===== config.mk =====
export PLATFORM = sky130hd
export DESIGN_NAME = alu_exec_unit
export DESIGN_NICKNAME = d
export VERILOG_FILES = /design/src/rtl/alu_exec_unit.sv
export SDC_FILE = /design/constraint.sdc
export NUM_CORES = 1
export LEC_CHECK = 0
export BUFFER_PORTS_ARGS = -buffer_cell sky130_fd_sc_hd__buf_4
export CORE_UTILIZATION = 50
export DETAILED_ROUTE_END_ITERATION = 7
export MAX_ROUTING_LAYER = met4
export PLACE_DENSITY = 0.68
export SLEW_MARGIN = 20
export SYNTH_ARGS = -nofsm -noshare
export SYNTH_HDL_FRONTEND = slang
export SYNTH_SLANG_ARGS = --single-unit

===== constraint.sdc =====
create_clock -name clk_i -period 12 [get_ports clk_i]
set_clock_uncertainty 0.15 [all_clocks]
set_input_delay 1.2 -clock clk_i [delete_from_list [all_inputs] [get_ports clk_i]]
set_output_delay 1.2 -clock clk_i [all_outputs]
set_load 0.005 [all_outputs]

===== src/rtl/alu_exec_unit.sv =====
// EX-stage execution unit: single-cycle ALU ops plus an iterative shift-add
// multiplier that stalls the issue handshake until the product is ready.
module alu_exec_unit #(
  parameter int WIDTH = 32
) (
  input  logic             clk_i,
  input  logic             rst_i,
  input  logic             start_i,
  input  logic [2:0]       ctrl_i,
  input  logic [WIDTH-1:0] data1_i,
  input  logic [WIDTH-1:0] data2_i,
  output logic             ready_o,
  output logic             valid_o,
  output logic [WIDTH-1:0] result_o,
  output logic             zero_o
);

  localparam int SH_W = $clog2(WIDTH);
  localparam logic [SH_W-1:0] CNT_LAST = SH_W'(WIDTH - 1);

  localparam logic [2:0] OP_AND  = 3'b000;
  localparam logic [2:0] OP_XOR  = 3'b001;
  localparam logic [2:0] OP_SLL  = 3'b010;
  localparam logic [2:0] OP_ADD  = 3'b011;
  localparam logic [2:0] OP_SUB  = 3'b100;
  localparam logic [2:0] OP_MUL  = 3'b101;
  localparam logic [2:0] OP_NOOP = 3'b110;
  localparam logic [2:0] OP_SRAI = 3'b111;

  typedef enum logic {
    S_IDLE = 1'b0,
    S_MUL  = 1'b1
  } state_t;

  state_t state, state_nxt;

  logic [WIDTH-1:0] mcand_p1;
  logic [WIDTH-1:0] mplier_p1;
  logic [WIDTH-1:0] acc_p1;
  logic [SH_W-1:0]  cnt_p1;
  logic [WIDTH-1:0] result_p1;
  logic             vld_p1;

  logic             accept;
  logic             mul_last;
  logic [WIDTH-1:0] acc_sum;

  // Single-cycle datapath; MUL never reaches here, it has its own iterator.
  function automatic logic [WIDTH-1:0] alu_op(
    input logic [2:0]       op,
    input logic [WIDTH-1:0] a,
    input logic [WIDTH-1:0] b
  );
    logic signed [WIDTH-1:0] sa;
    logic [SH_W-1:0]         sh;
    sa = a;
    sh = b[SH_W-1:0];
    case (op)
      OP_AND:  alu_op = a & b;
      OP_XOR:  alu_op = a ^ b;
      OP_SLL:  alu_op = a << sh;
      OP_ADD:  alu_op = a + b;
      OP_SUB:  alu_op = a - b;
      OP_SRAI: alu_op = sa >>> sh;
      OP_NOOP: alu_op = '0;
      default: alu_op = '0;
    endcase
  endfunction

  assign accept   = start_i && (state == S_IDLE);
  assign mul_last = (state == S_MUL) && (cnt_p1 == CNT_LAST);
  assign acc_sum  = mplier_p1[0] ? (acc_p1 + mcand_p1) : acc_p1;

  always_comb begin
    state_nxt = state;
    case (state)
      S_IDLE: if (accept && ctrl_i == OP_MUL) state_nxt = S_MUL;
      S_MUL:  if (mul_last) state_nxt = S_IDLE;
      default: state_nxt = S_IDLE;
    endcase
  end

  // Stage p1: accept edge latches operands / single-cycle result; MUL iterates here
  always_ff @(posedge clk_i) begin
    if (rst_i) begin
      state     <= S_IDLE;
      mcand_p1  <= '0;
      mplier_p1 <= '0;
      acc_p1    <= '0;
      cnt_p1    <= '0;
      result_p1 <= '0;
      vld_p1    <= 1'b0;
    end else begin
      state  <= state_nxt;
      vld_p1 <= 1'b0;
      case (state)
        S_IDLE: begin
          if (accept) begin
            if (ctrl_i == OP_MUL) begin
              mcand_p1  <= data1_i;
              mplier_p1 <= data2_i;
              acc_p1    <= '0;
              cnt_p1    <= '0;
            end else begin
              result_p1 <= alu_op(ctrl_i, data1_i, data2_i);
              vld_p1    <= 1'b1;
            end
          end
        end
        S_MUL: begin
          acc_p1    <= acc_sum;
          mcand_p1  <= mcand_p1 << 1;
          mplier_p1 <= mplier_p1 >> 1;
          cnt_p1    <= cnt_p1 + 1'b1;
          if (mul_last) begin
            result_p1 <= acc_sum;
            vld_p1    <= 1'b1;
          end
        end
        default: ;
      endcase
    end
  end

  assign ready_o  = (state == S_IDLE);
  assign valid_o  = vld_p1;
  assign result_o = result_p1;
  assign zero_o   = (result_p1 == '0);

endmodule


; Word-level counts from Yosys, hierarchy flattened
; Index checks and enable logic that the tools add are counted.
[op_classes]
n_addsub = 4
n_eq_ne = 11
n_shift = 2
n_mux = 25
bitwise_logic = 3
n_reduce_logical = 7
[op_table]
columns = operator, count
row1 = 32-bit 2-to-1 mux, 10
row2 = 32-bit one-hot mux with 2 select lines, 4
row3 = 32-bit one-hot mux with 6 select lines, 1
row4 = 32-bit adder, 2
row5 = 32-bit AND, 1
row6 = 32-bit logical NOT, 1
row7 = 32-bit by 5-bit << shifter with 32-bit output, 1
row8 = 32-bit by 5-bit >>> shifter with 32-bit output, 1
row9 = 32-bit subtractor, 1
row10 = 32-bit bitwise XOR, 1
row11 = 5-bit 2-to-1 mux, 2
row12 = 5-bit one-hot mux with 2 select lines, 1
row13 = 3-bit equality test (second input constant), 3
row14 = 3-bit by 2-bit equality test with 1-bit output (second input constant), 2
row15 = 2-bit by 1-bit inequality test with 1-bit output (second input constant), 3
row16 = 5-bit by 1-bit adder with 5-bit output (second input constant), 1
row17 = 5-bit equality test (second input constant), 1
row18 = 1-bit 2-to-1 mux, 5
row19 = 1-bit one-hot mux with 2 select lines, 2
row20 = 3-bit by 1-bit equality test with 1-bit output (second input constant), 1
row21 = 1-bit logical AND, 3
row22 = 3-bit logical NOT, 1
row23 = 3-bit AND reduction, 1
row24 = 2-bit inequality test (second input constant), 1
row25 = other kinds (2), 2
[word_totals]
ff_bits = 135
in_bits = 70
output_inout_bits = 35
wordCells = 59

; Logic depth before layout (Yosys ltp)
[depth]
word_depth = 5
ltp_mapped = 21
ltp_nobuf = 18

; Worst setup path before layout
; No wires, ideal clock.
[synth_timing]
path_kind = in2reg
startpoint = input data2_i[0]
endpoint = register result_p1[24] (netlist: result_o[24])
setup_time_ps = 86
arrival_time_ps = 4964
required_ps = 11764
slack_ps = 6800
stages = 20
n_path_buf = 3
path_cell_list = buf_6 buf_4 buf_2 inv_1 ha_1 nand3b_1 or2_2 nor3b_2 a21oi_1 xnor2_1 ha_1 and4_1 and2_1 a22o_1 a31oi_1 o21ai_0 a311oi_1 xnor2_1 a21oi_1 a211oi_1
[synth_via]
elab_chain_len = 5
word_cells_on_any_way = 8
cone_classes = 2 x add/sub / 2 x shift / 4 x mux
[synth_lines]
columns = element, line
row1 = "start, declared", 11  ; input logic [WIDTH-1:0] data2_i,
row2 = "32-bit subtractor, or another cell as far along", 63  ; OP_SUB: alu_op = a - b;
row3 = 32-bit one-hot mux with 6 select lines (*), 58  ; case (op)
row4 = 32-bit 2-to-1 mux (*), 99  ; if (ctrl_i == OP_MUL) begin
row5 = 32-bit 2-to-1 mux (*), 98  ; if (accept) begin
row6 = 32-bit one-hot mux with 2 select lines (*), 96  ; case (state)
row7 = "end signal, assigned", 105  ; result_p1 <= alu_op(ctrl_i, data1_i, data2_i);
row8 = "end signal, assigned", 116  ; result_p1 <= acc_sum;
row9 = "end, declared", 41  ; logic [WIDTH-1:0] result_p1;
; Every way passes the cells marked *; elsewhere a longest branch is shown, timed or not. The select of a mux whose other input is x is not followed.
; A chain may end at the register's enable or synchronous reset.

; Worst setup path after layout
[layout_timing]
startpoint = input data2_i[1]
endpoint = register result_p1[30] (netlist: result_o[30])
; Same word-level chain as after synthesis.

==> flow_summary.ini <==
[yosys]
async_flop_share = 0
synth_largest_area_cell = dfxtp_1
synth-seq-cells = 135
synth_warnings = 0
synth_flop_cell = dfxtp_1
synthTopCellsByArea = dfxtp_1, mux4_2, nor2_1
ys_seq_area_frac = 0.192
ys_types = 77
syn_inst = 1818
netlist.area_leader.share = 0.192
syn_area_um2 = 14000
synth_area_per_cell_um2 = 7.73
synth_fp_nets = 1988
synth-edff-count = 0

[cells_and_area]
seqCellArea_um2 = 2710
layout_common_cells = nor2_1, a21oi_1, nand2_1
multiInputGateArea_um2 = 10800
final.fill_count = 2621
layout.nets = 2008
drive_gt1_frac = 0.132
final_core_util = 0.571
final_common_cell = nor2_1
area_growth_pct = 10.9
finish.instance_area_um2 = 15600

[global_route]
grt_max_degree = 85
grt_pass1_wl_um = 85600
grt_pass1_vias = 13774
grt.overflow.total = 0
antenna_found_initial = 1
grt_usage = 0.412

[die]
core_area_um2 = 27300
die_area_um2 = 28800
die_h_um = 170
rows = 60
io_pins = 105
dieWidth_um = 170
initial_core_util = 0.515

[clock_network]
htreeDepth = 4
post_cts_buffers = 0
clk_path_buf_depth = 2
cts_tree = done
cts_resized = 0
cts_buffers = 17
clk_pin_slew_ns = 0.06
cts_sinks = 135
cts_root_buf = clkbuf_16
cts.hold.buffers_added = 0
clk-insertion-delay-late_ns = 0.43

[route]
routed_wl_um = 57500
drcViolationCount = 1
wl_per_cell_um = 25.8
dr.pass1.iters = 8
viasPerCell = 6.68
drtAntennaViolNets = 0
drt-initial-drc-count = 2169
vias = 14861

[power_and_ir_drop]
powerDensity_nw_per_um2 = 99.5
p_leak_nw = 6.72
ir_worst_vdd_mv = 0.0906

[worst_setup_path]
cp_slowest_stage_delay_ns = 0.65
critical_path.cell_chain = buf_4 > inv_1 > ha_1 > nand3b_1 > or2_2 > o21ai_0 > xor2_1 > ha_1 > o211ai_1 > o21a_1 > a31oi_1 > a31oi_1 > o31ai_2 > a221oi_1 > nor4b_1 > a41oi_1 > a311oi_1
crit_family = compound AO/OA/AOI/OAI gates
critPathMaxFanout = 67
critPathBufInv = 2
cp-end-kind = register
crit_arrival_ns = 5.79
cp_slowest_cell = buf_4
cp-start-kind = input pin
critPathRequiredTime_ns = 12.17
worstSetupPathType = in2reg

[outcome]
violations = design-rule violations
status = finished with violations

[timing]
fin_setup_tns_ns = 0
rsz0062_at_grt = false
min_period_ns = 5.62
period_share = 0.468
slew_viol_final = 0
fmaxAchievable_ghz = 0.178
tightest_slew_ns = 1.15
setup_viol = 0
timing.final.hold_violations = 0
maxSlewHeadroom = 0.231
setup_ws_ns = 6.38

[placement]
placed_area_um2 = 15000
port-buffer-count = 104
dp_hpwl_um = 42400
pre_cts_slack_ns = 6.02
gp_congestion = 1.06

[flow_run]
cap_violations = 0

[worst_hold_path]
min_path_type = reg2reg
-- routing by layer --
layer  part of all wire  vias to the layer above  track usage  wire length [um]
met5                  0                        -            -                 0
met4              0.058                        0        0.227              3320
met3              0.099                      157       0.0893              5690
met2               0.43                      862        0.599             24500
met1               0.42                     7017        0.528             23900
li1                   -                     6825            -                 -
-- cell usage after synthesis (28+ instances only) --
master / instances
a21o_1: 28
nor3_1: 45
nand2_1: 136
dfxtp_1: 135
o21ai_0: 101
xnor2_1: 38
nor2_1: 330
clkbuf_1: 83
ha_1: 98
a21oi_1: 199
xor2_1: 38
mux2i_1: 111
a211oi_1: 35
mux4_2: 59
-- worst reg2reg max path: stages (launching register included) --
cell      delay [ns]
dfxtp_1         0.35
ha_1            0.33
a211oi_1        0.30
o21bai_1        0.20
o21ai_0         0.60
a21oi_1         0.26
a211oi_1        0.59
o31ai_1         0.21
mux2i_1         0.15
a311oi_1        0.51
a211oi_1        0.15
-- path summary, 6_finish.rpt --
check	slack, ns	endpoint	startpoint	cells after the start
setup / recovery	6.38	result_o[30]	data2_i[1]	17
hold / removal	0.32	acc_p1[31]	acc_p1[31]	2
setup reg to reg	8.02	result_o[29]	mcand_p1[1]	10
hold reg to reg	0.32	acc_p1[31]	acc_p1[31]	2
-- layout make-up --
| type | instances | share of cell area |
|---|---|---|
| Multi-Input combinational cell | 1536 | 0.692 |
| Clock buffer | 20 | 0.0293 |
| Timing Repair Buffer | 123 | 0.0593 |
| Tap cell | 372 | 0.0299 |
| Clock inverter | 12 | 0.00916 |
| Inverter | 25 | 0.00603 |
| Sequential cell | 135 | 0.174 |
| Antenna cell | 1 | 0.000161 |
-- sequential cells by signal, summed over array words and instances (netlist names) --
name       cells
cnt_p1         5
acc_p1        32
mcand_p1      32
result_o      32
valid_o        1
state          1
mplier_p1     32
-- cell families after synthesis --
group | count (synthesis) | share of synthesized area
AND/OR/NAND/NOR | 623 | 0.191
AO/OA/AOI/OAI | 554 | 0.252
multiplexers | 183 | 0.184
buffers and inverters | 147 | 0.0424
flip-flops | 135 | 0.192
adder cells (fa/ha/maj) | 100 | 0.0901
XOR/XNOR | 76 | 0.0474
-- per-stage QoR --
| step | hold slack [ns] | total power [W] | cells |
|---|---|---|---|
| after floorplan | 0.294 | 0.000806 | 1818 |
| after detailed placement | 0.309 | 0.000995 | 2191 |
| after global routing | 0.348 | 0.00161 | 2224 |
| final | 0.318 | 0.00155 | 2224 |
| after CTS | 0.317 | 0.00154 | 2223 |
| after global placement | 0.301 | 0.000994 | 2191 |
-- power breakdown --
group	internal, W	switching (W)
combinational	0.000196	0.000329
clock	0.000321	0.000224
sequential	0.000463	0.0000165
total	0.000980	0.000570
Power figures use the tool's default switching activity.
